<file path="src/rtl/mem_stage_reg_if.sv">
// EX->MEM handoff bundle for mem_stage_reg: EX-side offer/accept, MEM-side entry and decode.
// master = EX/MEM environment side, slave = the stage register itself.
interface mem_stage_reg_if #(
  parameter int TAGW = 8,
  parameter int PCW  = 32
);
  logic            flush;
  logic            E_valid;
  logic            E_ready;
  logic [31:0]     E_I;
  logic [PCW-1:0]  E_PC;
  logic [31:0]     E_AO;
  logic [31:0]     E_RD2;
  logic [TAGW-1:0] E_TAG;
  logic            M_valid;
  logic            M_ready;
  logic [31:0]     M_I;
  logic [PCW-1:0]  M_PC;
  logic [31:0]     M_AO;
  logic [31:0]     M_RD2;
  logic [TAGW-1:0] M_TAG;
  logic [3:0]      M_BE;
  logic [31:0]     M_WD;
  logic            s_w, s_h, s_b, l_w, l_h, l_b, ext;
  logic            M_ADEL, M_ADES;

  modport master (
    output flush, E_valid, E_I, E_PC, E_AO, E_RD2, E_TAG, M_ready,
    input  E_ready, M_valid, M_I, M_PC, M_AO, M_RD2, M_TAG, M_BE, M_WD,
           s_w, s_h, s_b, l_w, l_h, l_b, ext, M_ADEL, M_ADES
  );

  modport slave (
    input  flush, E_valid, E_I, E_PC, E_AO, E_RD2, E_TAG, M_ready,
    output E_ready, M_valid, M_I, M_PC, M_AO, M_RD2, M_TAG, M_BE, M_WD,
           s_w, s_h, s_b, l_w, l_h, l_b, ext, M_ADEL, M_ADES
  );
endinterface

</file>
<file path="src/rtl/mem_stage_reg.sv">
// EX->MEM pipeline register as a two-entry skid buffer with load/store width decode.
// Optional misaligned-access flags enabled by defining MEM_STAGE_MISALIGN_CHECK_EN.
module mem_stage_reg #(
  parameter int TAGW = 8,
  parameter int PCW  = 32
) (
  input  logic              clk,
  input  logic              reset,
  mem_stage_reg_if.slave    bus
);
  localparam int EW = 96 + PCW + TAGW;

  logic [EW-1:0]   e_entry;
  logic [EW-1:0]   main_q, main_d, skid_q, skid_d;
  logic            main_valid_q, main_valid_d, skid_valid_q, skid_valid_d;
  logic            e_ready, accept;

  logic [31:0]     m_i, m_ao, m_rd2;
  logic [PCW-1:0]  m_pc;
  logic [TAGW-1:0] m_tag;
  logic [5:0]      op;
  logic            is_sw, is_sh, is_sb, is_lw, is_lh, is_lhu, is_lb, is_lbu;
  logic [3:0]      be_raw;
  logic [31:0]     wd;
  logic            adel, ades;

  assign e_entry = {bus.E_I, bus.E_PC, bus.E_AO, bus.E_RD2, bus.E_TAG};
  assign e_ready = reset & ~skid_valid_q;
  assign accept  = bus.E_valid & e_ready;

  // Main drains on M_ready or when empty; skid refills main first so order is kept.
  always_comb begin
    main_d       = main_q;
    skid_d       = skid_q;
    main_valid_d = main_valid_q;
    skid_valid_d = skid_valid_q;
    if (bus.flush) begin
      main_valid_d = 1'b0;
      skid_valid_d = 1'b0;
    end else if (bus.M_ready || !main_valid_q) begin
      if (skid_valid_q) begin
        main_d       = skid_q;
        main_valid_d = 1'b1;
        skid_valid_d = accept;
        if (accept) skid_d = e_entry;
      end else if (accept) begin
        main_d       = e_entry;
        main_valid_d = 1'b1;
      end else begin
        main_valid_d = 1'b0;
      end
    end else if (accept) begin
      skid_d       = e_entry;
      skid_valid_d = 1'b1;
    end
  end

  always_ff @(posedge clk) begin
    if (!reset) begin
      main_q       <= '0;
      skid_q       <= '0;
      main_valid_q <= 1'b0;
      skid_valid_q <= 1'b0;
    end else begin
      main_q       <= main_d;
      skid_q       <= skid_d;
      main_valid_q <= main_valid_d;
      skid_valid_q <= skid_valid_d;
    end
  end

  // MEM side: everything below is combinational from the main register.
  assign {m_i, m_pc, m_ao, m_rd2, m_tag} = main_q;

  always_comb begin
    op     = m_i[31:26];
    is_sw  = main_valid_q && (op == 6'h2B);
    is_sh  = main_valid_q && (op == 6'h29);
    is_sb  = main_valid_q && (op == 6'h28);
    is_lw  = main_valid_q && (op == 6'h23);
    is_lh  = main_valid_q && (op == 6'h21);
    is_lhu = main_valid_q && (op == 6'h25);
    is_lb  = main_valid_q && (op == 6'h20);
    is_lbu = main_valid_q && (op == 6'h24);

    be_raw = 4'b0000;
    wd     = m_rd2;
    if (is_sw) begin
      be_raw = 4'b1111;
    end else if (is_sh) begin
      be_raw = 4'b0011 << {m_ao[1], 1'b0};
      wd     = {2{m_rd2[15:0]}};
    end else if (is_sb) begin
      be_raw = 4'b0001 << m_ao[1:0];
      wd     = {4{m_rd2[7:0]}};
    end
  end

`ifdef MEM_STAGE_MISALIGN_CHECK_EN
  assign adel = (is_lw && (m_ao[1:0] != 2'b00)) || ((is_lh || is_lhu) && m_ao[0]);
  assign ades = (is_sw && (m_ao[1:0] != 2'b00)) || (is_sh && m_ao[0]);
  assign bus.M_BE = ades ? 4'b0000 : be_raw;
`else
  assign adel = 1'b0;
  assign ades = 1'b0;
  assign bus.M_BE = be_raw;
`endif

  assign bus.E_ready = e_ready;
  assign bus.M_valid = main_valid_q;
  assign bus.M_I     = m_i;
  assign bus.M_PC    = m_pc;
  assign bus.M_AO    = m_ao;
  assign bus.M_RD2   = m_rd2;
  assign bus.M_TAG   = m_tag;
  assign bus.M_WD    = wd;
  assign bus.s_w     = is_sw;
  assign bus.s_h     = is_sh;
  assign bus.s_b     = is_sb;
  assign bus.l_w     = is_lw;
  assign bus.l_h     = is_lh | is_lhu;
  assign bus.l_b     = is_lb | is_lbu;
  assign bus.ext     = is_lh | is_lb;
  assign bus.M_ADEL  = adel;
  assign bus.M_ADES  = ades;
endmodule

</file>
<file path="src/flat_wrapper.sv">
// flat-port wrapper written by rule: the top's interface ports become plain ports
module mem_stage_reg_flat 
#(
  parameter int TAGW = 8,
  parameter int PCW  = 32
)
  (clk, reset, bus_flush, bus_E_valid, bus_E_I, bus_E_PC, bus_E_AO, bus_E_RD2, bus_E_TAG, bus_M_ready, bus_E_ready, bus_M_valid, bus_M_I, bus_M_PC, bus_M_AO, bus_M_RD2, bus_M_TAG, bus_M_BE, bus_M_WD, bus_s_w, bus_s_h, bus_s_b, bus_l_w, bus_l_h, bus_l_b, bus_ext, bus_M_ADEL, bus_M_ADES);
  mem_stage_reg_if #(.TAGW(TAGW), .PCW(PCW)) bus_i ();
  input  logic clk;
  input  logic reset;
  input wire logic [$bits(bus_i.flush)-1:0] bus_flush;
  input wire logic [$bits(bus_i.E_valid)-1:0] bus_E_valid;
  input wire logic [$bits(bus_i.E_I)-1:0] bus_E_I;
  input wire logic [$bits(bus_i.E_PC)-1:0] bus_E_PC;
  input wire logic [$bits(bus_i.E_AO)-1:0] bus_E_AO;
  input wire logic [$bits(bus_i.E_RD2)-1:0] bus_E_RD2;
  input wire logic [$bits(bus_i.E_TAG)-1:0] bus_E_TAG;
  input wire logic [$bits(bus_i.M_ready)-1:0] bus_M_ready;
  output wire logic [$bits(bus_i.E_ready)-1:0] bus_E_ready;
  output wire logic [$bits(bus_i.M_valid)-1:0] bus_M_valid;
  output wire logic [$bits(bus_i.M_I)-1:0] bus_M_I;
  output wire logic [$bits(bus_i.M_PC)-1:0] bus_M_PC;
  output wire logic [$bits(bus_i.M_AO)-1:0] bus_M_AO;
  output wire logic [$bits(bus_i.M_RD2)-1:0] bus_M_RD2;
  output wire logic [$bits(bus_i.M_TAG)-1:0] bus_M_TAG;
  output wire logic [$bits(bus_i.M_BE)-1:0] bus_M_BE;
  output wire logic [$bits(bus_i.M_WD)-1:0] bus_M_WD;
  output wire logic [$bits(bus_i.s_w)-1:0] bus_s_w;
  output wire logic [$bits(bus_i.s_h)-1:0] bus_s_h;
  output wire logic [$bits(bus_i.s_b)-1:0] bus_s_b;
  output wire logic [$bits(bus_i.l_w)-1:0] bus_l_w;
  output wire logic [$bits(bus_i.l_h)-1:0] bus_l_h;
  output wire logic [$bits(bus_i.l_b)-1:0] bus_l_b;
  output wire logic [$bits(bus_i.ext)-1:0] bus_ext;
  output wire logic [$bits(bus_i.M_ADEL)-1:0] bus_M_ADEL;
  output wire logic [$bits(bus_i.M_ADES)-1:0] bus_M_ADES;
  assign bus_i.flush = bus_flush;
  assign bus_i.E_valid = bus_E_valid;
  assign bus_i.E_I = bus_E_I;
  assign bus_i.E_PC = bus_E_PC;
  assign bus_i.E_AO = bus_E_AO;
  assign bus_i.E_RD2 = bus_E_RD2;
  assign bus_i.E_TAG = bus_E_TAG;
  assign bus_i.M_ready = bus_M_ready;
  assign bus_E_ready = bus_i.E_ready;
  assign bus_M_valid = bus_i.M_valid;
  assign bus_M_I = bus_i.M_I;
  assign bus_M_PC = bus_i.M_PC;
  assign bus_M_AO = bus_i.M_AO;
  assign bus_M_RD2 = bus_i.M_RD2;
  assign bus_M_TAG = bus_i.M_TAG;
  assign bus_M_BE = bus_i.M_BE;
  assign bus_M_WD = bus_i.M_WD;
  assign bus_s_w = bus_i.s_w;
  assign bus_s_h = bus_i.s_h;
  assign bus_s_b = bus_i.s_b;
  assign bus_l_w = bus_i.l_w;
  assign bus_l_h = bus_i.l_h;
  assign bus_l_b = bus_i.l_b;
  assign bus_ext = bus_i.ext;
  assign bus_M_ADEL = bus_i.M_ADEL;
  assign bus_M_ADES = bus_i.M_ADES;
  mem_stage_reg #(.TAGW(TAGW), .PCW(PCW)) u_core (.clk(clk), .reset(reset), .bus(bus_i));
endmodule
</file>
<file path="config.mk">
export PLATFORM = sky130hd
export DESIGN_NAME = mem_stage_reg_flat
export DESIGN_NICKNAME = d
export VERILOG_FILES = /design/src/rtl/mem_stage_reg_if.sv /design/src/rtl/mem_stage_reg.sv /design/src/flat_wrapper.sv
export SDC_FILE = /design/constraint.sdc
export NUM_CORES = 1
export LEC_CHECK = 0
export CAP_MARGIN = 20
export CORE_MARGIN = 2
export CORE_UTILIZATION = 53
export DETAILED_ROUTE_END_ITERATION = 10
export PLACE_DENSITY = 0.93
export REMOVE_ABC_BUFFERS = 1
export SYNTH_ARGS = -nofsm -noshare
export SYNTH_HDL_FRONTEND = slang
export SYNTH_SLANG_ARGS = --single-unit
</file>
<file path="constraint.sdc">
create_clock -name clk -period 3.48 [get_ports clk]
set_clock_uncertainty 0.15 [all_clocks]
set_input_delay 0.522 -clock clk [delete_from_list [all_inputs] [get_ports clk]]
set_output_delay 0.522 -clock clk [all_outputs]
set_load 0.05 [all_outputs]
</file>
======== Word-level counts from Yosys, hierarchy flattened ========
Index checks and enable logic that the tools add are counted.
storage, ports and cells
  output and inout port bits .............. 183
  input port bits ......................... 141
  bits in latches ......................... 0
  ROM bits ................................ 0
  memories ................................ 0
  bits in registers ....................... 274
  logic and storage cells ................. 54
  bits in writable memories ............... 0
operators by class
  bitwise logic cells ..................... 8
  add/sub/neg operators ................... 0
  $lt $le $gt $ge ......................... 0
  shift-type cells ........................ 2
  $mul .................................... 0
  reduce and logical (&&, ||, !) cells .... 15
  divide/modulo/power cells ............... 0
  equal/unequal tests ..................... 9
  multiplexer cells ....................... 16
operator list
  kind                                                                     number
  136-bit two-way mux                                                      5
  32-bit two-way mux                                                       3
  6-bit equality test, second input constant                               8
  4-bit two-way mux                                                        3
  1-bit logical AND                                                        8
  1-bit two-way mux                                                        5
  2-bit nonzero test                                                       2
  1-bit by 2-bit << shifter with 4-bit output, first input constant        1
  2-bit by 2-bit << shifter with 4-bit output, first input constant        1
  1-bit inverter                                                           3
  1-bit bitwise OR                                                         3
  3-bit AND reduction                                                      1
  1-bit AND                                                                2
  2-bit by 1-bit inequality test with 1-bit output, second input constant  1
  2-bit AND reduction                                                      1
  2-bit OR reduction                                                       1
  1-bit logical NOT                                                        1
  1-bit logical OR                                                         1

======== Logic depth before layout (Yosys ltp) ========
Gate-level depths: netlist (run 1).
  depth after elaboration ................. 6
  depth in mapped cells ................... 7
  gate-level depth less buffers ........... 3

======== Worst setup path after synthesis (run 1) ========
No wires, ideal clock.
  kind .................................... register to output
  start point ............................. reg u_core.main_q[130]
  end point ............................... out bus_s_h
  required time ........................... 2808 ps
  setup slack ............................. 485 ps
  arrival time ............................ 2323 ps
  buffers on the path ..................... 2
  cell stages (with the launch flop) ...... 5
  cell sequence ........................... dfxtp_1 > clkbuf_1 > clkbuf_1 > nand2_1 > nor3_1
on the way
  cells in the longest elaborated chain, start to end .. 2
ends and longest elaborated chain
  what                      RTL line             RTL
  start: declaration        mem_stage_reg.sv:14  logic [EW-1:0] main_q, main_d, skid_q, skid_d;
  start signal: assignment  mem_stage_reg.sv:65  main_q <= main_d;
  6-bit equality test       mem_stage_reg.sv:78  is_sh = main_valid_q && (op == 6'h29);
  1-bit logical AND         mem_stage_reg.sv:78
  end: declaration          flat_wrapper.sv:29   output wire logic [$bits(bus_i.s_h)-1:0] bus_s_h;
No other way between the ends.

======== Worst setup path in the final report (run 1) ========
  start point ............................. reg u_core.main_q[132]
  end point ............................... out bus_M_WD[22]
on the way
  cells in the longest elaborated chain, start to end .. 5
  elaborated cells between the ends (all ways) .. 9
ends and longest elaborated chain
  what                    RTL line             RTL
  6-bit equality test     mem_stage_reg.sv:79  is_sb = main_valid_q && (op == 6'h28);
  1-bit logical AND       mem_stage_reg.sv:79
  32-bit two-way mux      mem_stage_reg.sv:93  end else if (is_sb) begin
  32-bit two-way mux      mem_stage_reg.sv:90  end else if (is_sh) begin
  32-bit two-way mux (*)  mem_stage_reg.sv:88  if (is_sw) begin
  end: declaration        flat_wrapper.sv:27   output wire logic [$bits(bus_i.M_WD)-1:0] bus_M_WD;
Every way passes the cells marked *; elsewhere a longest branch is shown, timed or not.

==> run_summary.xml, run 1 <==
<?xml version="1.0" encoding="UTF-8"?>
<metrics>
  <group name="critical_path">
    <metric name="critical_path_class" unit="">reg -&gt; out</metric>
    <metric name="cp_data_arrival_time" unit="ps">2710</metric>
    <metric name="critical_path_required" unit="ps">2810</metric>
    <metric name="worst_setup_path_end_kind" unit="">primary output</metric>
    <metric name="timing.critical_path.fanout_max" unit="">16</metric>
    <metric name="regToRegStartpoint" unit="">u_core.skid_valid_q</metric>
    <metric name="critPathLaunchType" unit="">flop</metric>
    <metric name="startpoint" unit="">u_core.main_q[132]</metric>
  </group>
  <group name="pwr">
    <metric name="design_power_total" unit="W">0.00724</metric>
    <metric name="irDropWorstVdd" unit="V">0.000306</metric>
    <metric name="power.leakage" unit="nW">6.79</metric>
    <metric name="power_density" unit="nW/um^2">435</metric>
  </group>
  <group name="global_routing">
    <metric name="first_global_vias" unit="">11100</metric>
    <metric name="met2_usage" unit="">0.494</metric>
    <metric name="globalRoute.busiestLayer" unit="">met2</metric>
    <metric name="groute.layer.met1.usage" unit="">0.309</metric>
    <metric name="global_route_wire_length_before_repair" unit="um">55400</metric>
    <metric name="gr-usage-all-layers" unit="">0.274</metric>
    <metric name="grt_use_met3" unit="">0.0675</metric>
    <metric name="number_of_antenna_violations_at_the_first_check_in_global_routing" unit="">0</metric>
    <metric name="grt_start_max_net_pins" unit="">226</metric>
    <metric name="grt.overflow.total" unit="">0</metric>
  </group>
  <group name="synthesis">
    <metric name="synth.ff_latch_count" unit="">274</metric>
    <metric name="synthMuxAreaShare" unit="">0.260</metric>
    <metric name="yosysTopAreaCell" unit="">sky130_fd_sc_hd__dfxtp_1</metric>
    <metric name="synth.area.top_cells" unit="">sky130_fd_sc_hd__dfxtp_1 44%, sky130_fd_sc_hd__mux2_2 15%, sky130_fd_sc_hd__nand2_1 12%, sky130_fd_sc_hd__mux2i_1 11%, sky130_fd_sc_hd__o21ai_0 5.4%</metric>
    <metric name="distinct_cell_type_count_of_the_synthesized_netlist" unit="">30</metric>
    <metric name="netlist_instances" unit="">1435</metric>
    <metric name="post_synth_fa_ha_maj_area_fraction" unit="">0</metric>
    <metric name="yosysSeqAreaShare" unit="">0.439</metric>
    <metric name="compound_cell_area_share_of_the_yosys_netlist" unit="">0.0567</metric>
    <metric name="syn_area_per_cell" unit="um^2">8.71</metric>
    <metric name="synthDominantCellAreaShare" unit="">0.439</metric>
    <metric name="synth_top_family_by_area" unit="">multiplexers</metric>
    <metric name="yosys_warnings" unit="">0</metric>
    <metric name="yosys.area_share.xor_xnor" unit="">0</metric>
    <metric name="synthSimpleGateAreaFrac" unit="">0.191</metric>
    <metric name="syn-cell-area" unit="um^2">12500</metric>
  </group>
  <group name="cts">
    <metric name="cts-root-to-sink-buffers" unit="">3</metric>
    <metric name="tritoncts_num_sinks" unit="">274</metric>
    <metric name="total_clock_buffers_created_by_cts" unit="">28</metric>
    <metric name="cts_root_buf" unit="">sky130_fd_sc_hd__clkbuf_16</metric>
    <metric name="cts_htree_levels" unit="">1</metric>
    <metric name="tritoncts" unit="">built</metric>
    <metric name="insertion_delay" unit="ps">540</metric>
    <metric name="cts.reportedPaths.clkPinSlew" unit="ps">60</metric>
    <metric name="number_of_setup_buffers_added_after_cts" unit="">0</metric>
  </group>
  <group name="drt">
    <metric name="detail_route.wirelength" unit="um">35300</metric>
    <metric name="drc" unit="">0</metric>
    <metric name="detail_route.first_pass.iterations" unit="">5</metric>
    <metric name="drt-initial-drc-count" unit="">616</metric>
    <metric name="detail-route-antenna-nets" unit="">0</metric>
    <metric name="post_drt_via_cell_ratio" unit="">5.59</metric>
    <metric name="wire_per_inst" unit="um">17.6</metric>
    <metric name="via_count" unit="">11200</metric>
  </group>
  <group name="floorplanning">
    <metric name="core_area" unit="um^2">23300</metric>
    <metric name="die_height" unit="um">158</metric>
    <metric name="io-pin-count" unit="">324</metric>
    <metric name="die_area" unit="um^2">24800</metric>
    <metric name="die-width" unit="um">158</metric>
    <metric name="initial_core_util" unit="">0.536</metric>
    <metric name="num_rows" unit="">56</metric>
  </group>
  <group name="place">
    <metric name="placement.io_buffers" unit="">321</metric>
    <metric name="post_placement_worst_setup_slack" unit="ps">469</metric>
    <metric name="postPlaceCellArea" unit="um^2">15700</metric>
    <metric name="gp_congestion" unit="">0.758</metric>
    <metric name="dpl_wire_length" unit="um">22000</metric>
  </group>
  <group name="timing">
    <metric name="tightest_slew" unit="ps">948</metric>
    <metric name="setup_tns" unit="ps">0</metric>
    <metric name="rsz0062_at_grt" unit="">no</metric>
    <metric name="post-route-worst-setup-slack" unit="ps">99.2</metric>
    <metric name="final.hold.worst_slack" unit="ps">262</metric>
    <metric name="timing.final.crit_period" unit="ps">3380</metric>
    <metric name="hold_violations" unit="">0</metric>
    <metric name="drv_slew" unit="">0</metric>
    <metric name="timing.slew.headroom" unit="">0.368</metric>
    <metric name="max_clock_freq" unit="MHz">296</metric>
    <metric name="setup_viol" unit="">0</metric>
    <metric name="finalCritPeriodShare" unit="">0.972</metric>
  </group>
  <group name="final_layout">
    <metric name="drive_above_1_share" unit="">0.142</metric>
    <metric name="areaGrowthSynthToFinish" unit="%">33.2</metric>
    <metric name="most-common-layout-cells" unit="">410 x sky130_fd_sc_hd__nand2_1, 312 x sky130_fd_sc_hd__clkdlybuf4s50_1, 273 x sky130_fd_sc_hd__dfxtp_1, 168 x sky130_fd_sc_hd__mux2_2, 136 x sky130_fd_sc_hd__mux2i_1</metric>
    <metric name="stdcell_area" unit="um^2">16600</metric>
    <metric name="most_frequent_standard_cell_in_the_layout_excluding_fill_and_tap_cells" unit="">sky130_fd_sc_hd__nand2_1</metric>
    <metric name="num-nets-final" unit="">1806</metric>
  </group>
  <group name="worst_hold_path">
    <metric name="worst_hold_startpoint" unit="">reset</metric>
    <metric name="timing.hold.worst.class" unit="">in -&gt; reg</metric>
  </group>
  <group name="flow_run">
    <metric name="drv.max_cap_violation_count" unit="">0</metric>
  </group>
  <group name="run_status">
    <metric name="run_status" unit="">complete, no violations</metric>
  </group>
</metrics>
worst max-delay path: stages, from the launching register on:
cell and delay (ps):
sky130_fd_sc_hd__dfxtp_1 330, sky130_fd_sc_hd__and4bb_2 410, sky130_fd_sc_hd__nand3_4 290, sky130_fd_sc_hd__mux2_2 330, sky130_fd_sc_hd__clkdlybuf4s50_1 800
metal layers:
layer | wire length [um] | vias to the layer above | part of all wire
met5 | 0 | - | 0
met4 | 1300 | 0 | 0.037
met3 | 2790 | 99 | 0.079
met2 | 17800 | 434 | 0.50
met1 | 13400 | 5384 | 0.38
li1 | - | 5293 | -
flip-flops by register name, summed over array words and instances, names as in the netlist:
register	count
u_core.main_q	136
u_core.skid_q	136
u_core.bus.M_valid	1
u_core.skid_valid_q	1
worst paths after layout:
check	to	slack, ps	depth (start not counted)
worst max-delay path	bus_M_WD[22]	100	4
worst min-delay path	u_core.main_q[23]	260	3
worst max register to register	u_core.main_q[24]	1220	4
worst min register to register	u_core.skid_q[97]	300	2
synth_stat cells:
cell type	instances
sky130_fd_sc_hd__buf_6	5
sky130_fd_sc_hd__dfxtp_1	274
sky130_fd_sc_hd__inv_1	4
sky130_fd_sc_hd__conb_1	1
sky130_fd_sc_hd__nand2_1	410
sky130_fd_sc_hd__and4bb_2	1
sky130_fd_sc_hd__or3_1	1
sky130_fd_sc_hd__mux2_2	168
sky130_fd_sc_hd__and2_1	1
sky130_fd_sc_hd__nand4_2	1
sky130_fd_sc_hd__mux2i_1	136
sky130_fd_sc_hd__buf_1	12
sky130_fd_sc_hd__nor3_1	2
sky130_fd_sc_hd__a21oi_1	1
sky130_fd_sc_hd__buf_2	30
sky130_fd_sc_hd__clkbuf_1	79
sky130_fd_sc_hd__nand4_1	8
sky130_fd_sc_hd__buf_4	11
sky130_fd_sc_hd__or4_1	1
sky130_fd_sc_hd__nor2b_1	5
sky130_fd_sc_hd__clkbuf_2	2
sky130_fd_sc_hd__nor2_1	11
sky130_fd_sc_hd__o21a_1	1
sky130_fd_sc_hd__nand3_1	129
sky130_fd_sc_hd__o21ai_1	2
sky130_fd_sc_hd__nor3b_1	1
sky130_fd_sc_hd__and4bb_1	1
sky130_fd_sc_hd__nand3_2	1
sky130_fd_sc_hd__o211ai_1	2
sky130_fd_sc_hd__o21ai_0	134
per-stage QoR:
| step | utilization | cells |
|---|---|---|
| final | 0.713 | 2005 |
| after floorplan | - | 1297 |
| after global placement | 0.673 | 1954 |
| after detailed placement | 0.673 | 1954 |
| after CTS | 0.713 | 2004 |
| after global routing | 0.713 | 2004 |
cells by family (layout without fill, tap and decap cells):
kind of cell           Yosys count  count (layout)
multiplexers                   304             304
buffers and inverters          143             392
flip-flops                     274             274
AO/OA/AOI/OAI                  140             140
other                            1               3
AND/OR/NAND/NOR                573             573
layout make-up:
class	count	area (um^2)
diodes	1	2.50
clock buffers	40	827
clock inverters	10	103
fillers	1658	6690
inverters	4	15.0
multi-input cells	1019	6390
flip-flops and latches	274	5490
well taps	319	399
repair buffers	338	3420
power breakdown:
group / switching (W) / internal, W / total, W
logic: 0.000560 / 0.000414 / 0.000974
registers: 0.0000537 / 0.00321 / 0.00326
clock network: 0.00122 / 0.00179 / 0.00301
total: 0.00183 / 0.00541 / 0.00724
what timing repair did:
action                                  CTS  global route
hold buffers                              0             0
endpoints found under the setup margin   16             3
gates resized for setup                   6             3
Note: power is estimated with default switching activity, not from simulation.
==> run 2: changes to the inputs <==
Settings changed: CORE_UTILIZATION 53 to 50, HOLD_SLACK_MARGIN set to 0.05, PLACE_DENSITY 0.93 to 0.89.
==> run 2 against run 1 <==
Combinational power about the same. Maximum frequency increased by 0.81%. Core utilization decreased by 3.1 points. Sequential power about the same. Global-route usage decreased by 1.8 points. Flip-flop and latch count unchanged. Design area increased by 0.34%. Clock-buffer cell count increased by 3. Critical path depth unchanged. First-iteration DRC count increased by 18%. Hold slack got worse by 80 ps. Clock power increased by 3%. Critical path type unchanged. Critical endpoint is now bus_M_WD[23]. Largest cell class unchanged.
==> run_summary.xml, run 2 (synthesized netlist as in run 1, its figures left out) <==
<?xml version="1.0" encoding="UTF-8"?>
<metrics>
  <group name="run_status">
    <metric name="run_status" unit="">complete, no violations</metric>
  </group>
  <group name="final_layout">
    <metric name="fillCellCount" unit="">1797</metric>
    <metric name="final-seq-area" unit="um^2">5490</metric>
    <metric name="final_cells" unit="">2014</metric>
    <metric name="areaGrowthSynthToFinish" unit="%">33.6</metric>
    <metric name="most_frequent_standard_cell_in_the_layout_excluding_fill_and_tap_cells" unit="">sky130_fd_sc_hd__nand2_1</metric>
    <metric name="stdcell_area" unit="um^2">16700</metric>
    <metric name="num-nets-final" unit="">1808</metric>
    <metric name="most-common-layout-cells" unit="">410 x sky130_fd_sc_hd__nand2_1, 312 x sky130_fd_sc_hd__clkdlybuf4s50_1, 273 x sky130_fd_sc_hd__dfxtp_1, 168 x sky130_fd_sc_hd__mux2_2, 136 x sky130_fd_sc_hd__mux2i_1</metric>
    <metric name="area_taken_by_multi_input_logic_gates" unit="um^2">6390</metric>
    <metric name="layout_top_registers" unit="">u_core.main_q: 136 flops, u_core.skid_q: 136 flops</metric>
    <metric name="drive_above_1_share" unit="">0.143</metric>
  </group>
  <group name="critical_path">
    <metric name="critical_path_required" unit="ps">2810</metric>
    <metric name="critical_path_class" unit="">reg -&gt; out</metric>
    <metric name="cp_data_arrival_time" unit="ps">2680</metric>
    <metric name="regToRegStartpoint" unit="">u_core.skid_valid_q</metric>
    <metric name="reg2reg_slack" unit="ps">1150</metric>
    <metric name="critPathLaunchType" unit="">flop</metric>
    <metric name="worstRegToRegCells" unit="">4</metric>
    <metric name="timing.critical_path.fanout_max" unit="">16</metric>
    <metric name="worst_setup_path_end_kind" unit="">primary output</metric>
    <metric name="r2r_end" unit="">u_core.main_q[80]</metric>
  </group>
  <group name="worst_hold_path">
    <metric name="worst_hold_startpoint" unit="">reset</metric>
    <metric name="hold_path_depth" unit="">3</metric>
    <metric name="terminating_pin_of_the_worst_hold_path" unit="">u_core.main_q[130]</metric>
    <metric name="timing.hold.worst.class" unit="">in -&gt; reg</metric>
  </group>
  <group name="timing">
    <metric name="timing.final.crit_period" unit="ps">3350</metric>
    <metric name="tightest_slew" unit="ps">1010</metric>
    <metric name="final.hold.worst_slack" unit="ps">182</metric>
    <metric name="drv_slew" unit="">0</metric>
    <metric name="max_clock_freq" unit="MHz">298</metric>
    <metric name="setup_tns" unit="ps">0</metric>
    <metric name="rsz0062_at_grt" unit="">no</metric>
    <metric name="setup_viol" unit="">0</metric>
    <metric name="finalCritPeriodShare" unit="">0.964</metric>
    <metric name="timing.slew.headroom" unit="">0.328</metric>
    <metric name="hold_violations" unit="">0</metric>
  </group>
  <group name="place">
    <metric name="placement.io_buffers" unit="">321</metric>
    <metric name="placedCellCount" unit="">1960</metric>
    <metric name="gp_congestion" unit="">0.798</metric>
    <metric name="postPlaceCellArea" unit="um^2">15700</metric>
    <metric name="dpl_wire_length" unit="um">22300</metric>
  </group>
  <group name="flow_run">
    <metric name="drv.max_cap_violation_count" unit="">0</metric>
  </group>
  <group name="global_routing">
    <metric name="global_route_wire_length_before_repair" unit="um">55700</metric>
    <metric name="met2_usage" unit="">0.444</metric>
    <metric name="groute.layer.met1.usage" unit="">0.305</metric>
    <metric name="number_of_antenna_violations_at_the_first_check_in_global_routing" unit="">2</metric>
    <metric name="first_global_vias" unit="">10900</metric>
    <metric name="grt_start_max_net_pins" unit="">195</metric>
    <metric name="globalRoute.busiestLayer" unit="">met2</metric>
    <metric name="grt_use_met3" unit="">0.0644</metric>
    <metric name="gr-usage-all-layers" unit="">0.255</metric>
    <metric name="grt.overflow.total" unit="">0</metric>
  </group>
  <group name="floorplanning">
    <metric name="num_rows" unit="">57</metric>
    <metric name="die_area" unit="um^2">26300</metric>
    <metric name="die_height" unit="um">162</metric>
    <metric name="io-pin-count" unit="">324</metric>
    <metric name="die-width" unit="um">162</metric>
    <metric name="initial_core_util" unit="">0.511</metric>
    <metric name="core_area" unit="um^2">24500</metric>
  </group>
  <group name="pwr">
    <metric name="power_density" unit="nW/um^2">439</metric>
    <metric name="design_power_total" unit="W">0.00733</metric>
    <metric name="power.leakage" unit="nW">6.78</metric>
    <metric name="irDropWorstVdd" unit="V">0.000397</metric>
  </group>
  <group name="drt">
    <metric name="drt-initial-drc-count" unit="">724</metric>
    <metric name="post_drt_via_cell_ratio" unit="">5.51</metric>
    <metric name="detail_route.wirelength" unit="um">35100</metric>
    <metric name="via_count" unit="">11100</metric>
    <metric name="detail-route-antenna-nets" unit="">0</metric>
    <metric name="detail_route.first_pass.iterations" unit="">7</metric>
    <metric name="drc" unit="">0</metric>
    <metric name="wire_per_inst" unit="um">17.4</metric>
  </group>
  <group name="cts">
    <metric name="number_of_setup_buffers_added_after_cts" unit="">0</metric>
    <metric name="tritoncts_num_sinks" unit="">274</metric>
    <metric name="insertion_delay" unit="ps">530</metric>
    <metric name="tritoncts" unit="">built</metric>
    <metric name="total_clock_buffers_created_by_cts" unit="">29</metric>
    <metric name="ctsResizeCount" unit="">9</metric>
    <metric name="cts.hold.buffers_added" unit="">0</metric>
    <metric name="cts.reportedPaths.clkPinSlew" unit="ps">60</metric>
    <metric name="cts_htree_levels" unit="">1</metric>
    <metric name="cts_root_buf" unit="">sky130_fd_sc_hd__clkbuf_16</metric>
    <metric name="cts-root-to-sink-buffers" unit="">3</metric>
  </group>
</metrics>
run 2: power breakdown:
| part | leakage (nW) | internal, W | switching, W |
|---|---|---|---|
| combinational | 4.09 | 0.000417 | 0.000557 |
| clock | 0.474 | 0.00183 | 0.00126 |
| sequential | 2.22 | 0.00321 | 0.0000550 |
run 2: cell type report:
| cell class | count | area share |
|---|---|---|
| Sequential cell | 274 | 0.329 |
| Antenna cell | 1 | 0.000150 |
| Clock buffer | 43 | 0.0508 |
| Tap cell | 324 | 0.0243 |
| Clock inverter | 10 | 0.00659 |
| Multi-Input combinational cell | 1019 | 0.382 |
| Timing Repair Buffer | 339 | 0.206 |
| Inverter | 4 | 0.000899 |
run 2: layer usage:
| metal | vias to the layer above | wire length [um] |
|---|---|---|
| li1 | 5306 | - |
| met5 | - | 0 |
| met2 | 403 | 17100 |
| met1 | 5295 | 14000 |
| met4 | 0 | 1360 |
| met3 | 87 | 2660 |
run 2: per-stage QoR:
step | setup WS, ps | utilization
6_report | 126 | 0.683
5_1_grt | 19.6 | 0.683
2_1_floorplan | -6690 | -
3_3_place_gp | 548 | 0.644
4_1_cts | 105 | 0.683
3_5_place_dp | 480 | 0.644
run 2: how the worst max path moves through the flow:
| stage | from | to | slack [ps] |
|---|---|---|---|
| 2_1_floorplan | u_core.skid_valid_q | u_core.skid_q[0] | -6690 |
| 3_3_place_gp | u_core.bus.M_valid | bus_M_WD[28] | 550 |
| 3_5_place_dp | u_core.bus.M_valid | bus_M_WD[23] | 480 |
| 4_1_cts | u_core.main_q[132] | bus_M_WD[23] | 100 |
| 5_1_grt | u_core.main_q[132] | bus_M_WD[17] | 20 |
| 6_report | u_core.main_q[132] | bus_M_WD[23] | 130 |
run 2: worst max-delay path: stages, from the launching register on:
cell and delay, ps:
sky130_fd_sc_hd__dfxtp_1 340, sky130_fd_sc_hd__and4bb_2 420, sky130_fd_sc_hd__nand3_4 270, sky130_fd_sc_hd__mux2_2 320, sky130_fd_sc_hd__clkdlybuf4s50_1 800
==> run 3: changes to the inputs <==
Clock period 3.48 ns to 4.15 ns, I/O delays scaled along.
==> run 3 against run 2 <==
Cell count is 0.35% lower. Design area is 0.37% lower. Wire length is 1.1% lower. Setup slack better by 270 ps. Core utilization is 0.25 points lower. Non-clock buffer count is 6 lower. Clock-buffer cell count is 2 lower. Flip-flop and latch count stayed put. Sequential share of layout area is 0.12 points higher. Critical endpoint is now bus_M_WD[11]. Highest routed layer unchanged.
==> run_summary.xml, run 3 (synthesized netlist as in run 1, its figures left out) <==
<?xml version="1.0" encoding="UTF-8"?>
<metrics>
  <group name="run_status">
    <metric name="run_status" unit="">complete, no violations</metric>
  </group>
  <group name="floorplanning">
    <metric name="die_height" unit="um">162</metric>
    <metric name="io-pin-count" unit="">324</metric>
    <metric name="core_area" unit="um^2">24500</metric>
    <metric name="die_area" unit="um^2">26300</metric>
    <metric name="initial_core_util" unit="">0.511</metric>
    <metric name="die-width" unit="um">162</metric>
    <metric name="num_rows" unit="">57</metric>
  </group>
  <group name="drt">
    <metric name="wire_per_inst" unit="um">17.3</metric>
    <metric name="drc" unit="">0</metric>
    <metric name="detail-route-antenna-nets" unit="">0</metric>
    <metric name="drt-initial-drc-count" unit="">818</metric>
    <metric name="detail_route.wirelength" unit="um">34700</metric>
    <metric name="detail_route.first_pass.iterations" unit="">5</metric>
    <metric name="via_count" unit="">11000</metric>
    <metric name="post_drt_via_cell_ratio" unit="">5.50</metric>
  </group>
  <group name="worst_hold_path">
    <metric name="timing.hold.worst.class" unit="">reg -&gt; reg</metric>
    <metric name="hold_path_depth" unit="">2</metric>
    <metric name="worst_hold_startpoint" unit="">u_core.skid_q[98]</metric>
    <metric name="terminating_pin_of_the_worst_hold_path" unit="">u_core.skid_q[98]</metric>
  </group>
  <group name="pwr">
    <metric name="irDropWorstVdd" unit="V">0.000321</metric>
    <metric name="power_density" unit="nW/um^2">371</metric>
    <metric name="power.leakage" unit="nW">6.71</metric>
  </group>
  <group name="cts">
    <metric name="cts_root_buf" unit="">sky130_fd_sc_hd__clkbuf_16</metric>
    <metric name="total_clock_buffers_created_by_cts" unit="">29</metric>
    <metric name="cts-root-to-sink-buffers" unit="">3</metric>
    <metric name="tritoncts_num_sinks" unit="">274</metric>
    <metric name="cts.hold.buffers_added" unit="">0</metric>
    <metric name="insertion_delay" unit="ps">530</metric>
    <metric name="cts.reportedPaths.clkPinSlew" unit="ps">60</metric>
    <metric name="tritoncts" unit="">built</metric>
    <metric name="ctsResizeCount" unit="">0</metric>
    <metric name="cts_htree_levels" unit="">1</metric>
    <metric name="number_of_setup_buffers_added_after_cts" unit="">0</metric>
  </group>
  <group name="final_layout">
    <metric name="num-nets-final" unit="">1802</metric>
    <metric name="antenna-diode-count" unit="">0</metric>
    <metric name="final_cells" unit="">2007</metric>
    <metric name="most-common-layout-cells" unit="">410 x sky130_fd_sc_hd__nand2_1, 320 x sky130_fd_sc_hd__clkdlybuf4s50_1, 273 x sky130_fd_sc_hd__dfxtp_1, 168 x sky130_fd_sc_hd__mux2_2, 136 x sky130_fd_sc_hd__mux2i_1</metric>
    <metric name="layout_top_registers" unit="">u_core.main_q: 136 flops, u_core.skid_q: 136 flops</metric>
    <metric name="area_taken_by_multi_input_logic_gates" unit="um^2">6380</metric>
    <metric name="areaGrowthSynthToFinish" unit="%">33.1</metric>
    <metric name="final-seq-area" unit="um^2">5490</metric>
    <metric name="most_frequent_standard_cell_in_the_layout_excluding_fill_and_tap_cells" unit="">sky130_fd_sc_hd__nand2_1</metric>
    <metric name="fillCellCount" unit="">1804</metric>
    <metric name="drive_above_1_share" unit="">0.141</metric>
  </group>
  <group name="critical_path">
    <metric name="worst_setup_path_end_kind" unit="">primary output</metric>
    <metric name="crit_path_top_delay_cell" unit="">sky130_fd_sc_hd__dfxtp_1</metric>
    <metric name="cp_data_arrival_time" unit="ps">2990</metric>
    <metric name="r2r_end" unit="">u_core.main_q[48]</metric>
    <metric name="timing.critical_path.fanout_max" unit="">16</metric>
    <metric name="critical_path_cell_count" unit="">4</metric>
    <metric name="regToRegStartpoint" unit="">u_core.bus.M_valid</metric>
    <metric name="reg2reg_slack" unit="ps">1730</metric>
    <metric name="critical_path.max_stage_delay" unit="ps">860</metric>
    <metric name="critPathLaunchType" unit="">flop</metric>
    <metric name="crit_chain" unit="">inv_1 -&gt; nand4_2 -&gt; mux2_2 -&gt; clkdlybuf4s50_1</metric>
    <metric name="critical_path_required" unit="ps">3380</metric>
    <metric name="timing.critical_path.buf_inv" unit="">2</metric>
    <metric name="critPathTopFamily" unit="">buffers and inverters</metric>
    <metric name="worstRegToRegCells" unit="">4</metric>
    <metric name="critical_path_class" unit="">reg -&gt; out</metric>
  </group>
  <group name="global_routing">
    <metric name="grt_start_max_net_pins" unit="">219</metric>
    <metric name="global_route_wire_length_before_repair" unit="um">55000</metric>
    <metric name="gr-usage-all-layers" unit="">0.252</metric>
    <metric name="number_of_antenna_violations_at_the_first_check_in_global_routing" unit="">0</metric>
    <metric name="first_global_vias" unit="">10700</metric>
    <metric name="grt.overflow.total" unit="">0</metric>
  </group>
  <group name="place">
    <metric name="placedCellCount" unit="">1954</metric>
    <metric name="placement.io_buffers" unit="">321</metric>
    <metric name="gp_congestion" unit="">0.796</metric>
    <metric name="dpl_wire_length" unit="um">21500</metric>
  </group>
  <group name="timing">
    <metric name="timing.slew.headroom" unit="">0.340</metric>
    <metric name="final.hold.worst_slack" unit="ps">298</metric>
    <metric name="finalCritPeriodShare" unit="">0.906</metric>
    <metric name="setup_viol" unit="">0</metric>
    <metric name="hold_violations" unit="">0</metric>
    <metric name="drv_slew" unit="">0</metric>
    <metric name="tightest_slew" unit="ps">990</metric>
    <metric name="timing.final.crit_period" unit="ps">3760</metric>
    <metric name="rsz0062_at_grt" unit="">no</metric>
    <metric name="max_clock_freq" unit="MHz">266</metric>
  </group>
  <group name="flow_run">
    <metric name="drv.max_cap_violation_count" unit="">0</metric>
  </group>
</metrics>
-- run 3: worst max-delay path by stage --
| stage | start | endpoint |
|---|---|---|
| finish | u_core.main_q[130] | bus_M_WD[11] |
| global route | u_core.main_q[130] | bus_M_WD[15] |
| CTS | u_core.main_q[130] | bus_M_WD[11] |
| detailed placement | u_core.main_q[130] | bus_M_WD[11] |
| global placement | u_core.main_q[130] | bus_M_WD[11] |
| floorplan | u_core.skid_valid_q | u_core.skid_q[0] |
-- run 3: worst register-to-register path, delay by kind of cell, from the launching register on --
family	cells	cell delay, ps
buffers and inverters	1	520
flip-flops	1	390
multiplexers	1	260
AND/OR/NAND/NOR	2	1020
-- run 3: final cells by class --
| class | instances | area share |
|---|---|---|
| Clock inverter | 12 | 0.00699 |
| Multi-Input combinational cell | 1019 | 0.383 |
| Clock buffer | 41 | 0.0511 |
| Inverter | 4 | 0.000902 |
| Sequential cell | 274 | 0.330 |
| Timing Repair Buffer | 333 | 0.203 |
| Tap cell | 324 | 0.0244 |
-- run 3: through the flow --
step | cell area (um^2) | util | power, W | setup TNS [ps] | worst slack, ps
after CTS | 16600 | 0.680 | 0.00620 | 0 | 409
after global routing | 16600 | 0.680 | 0.00635 | 0 | 278
after floorplan | 11900 | - | 0.00323 | -1229780 | -6020
after detailed placement | 15700 | 0.641 | 0.00360 | 0 | 987
final | 16600 | 0.680 | 0.00617 | 0 | 392
after global placement | 15700 | 0.641 | 0.00358 | 0 | 1010
-- run 3: power by group --
group | internal, W | switching, W
Combinational | 0.000348 | 0.000464
Clock | 0.00155 | 0.00107
Sequential | 0.00269 | 0.0000478
Total | 0.00458 | 0.00158
-- run 3: layer usage --
layer	track usage	vias to the layer above	routed length [um]
li1	-	5291	-
met1	0.311	5270	14200
met2	0.439	407	17000
met3	0.0531	70	2520
met4	0.0788	0	1020
met5	0	-	0
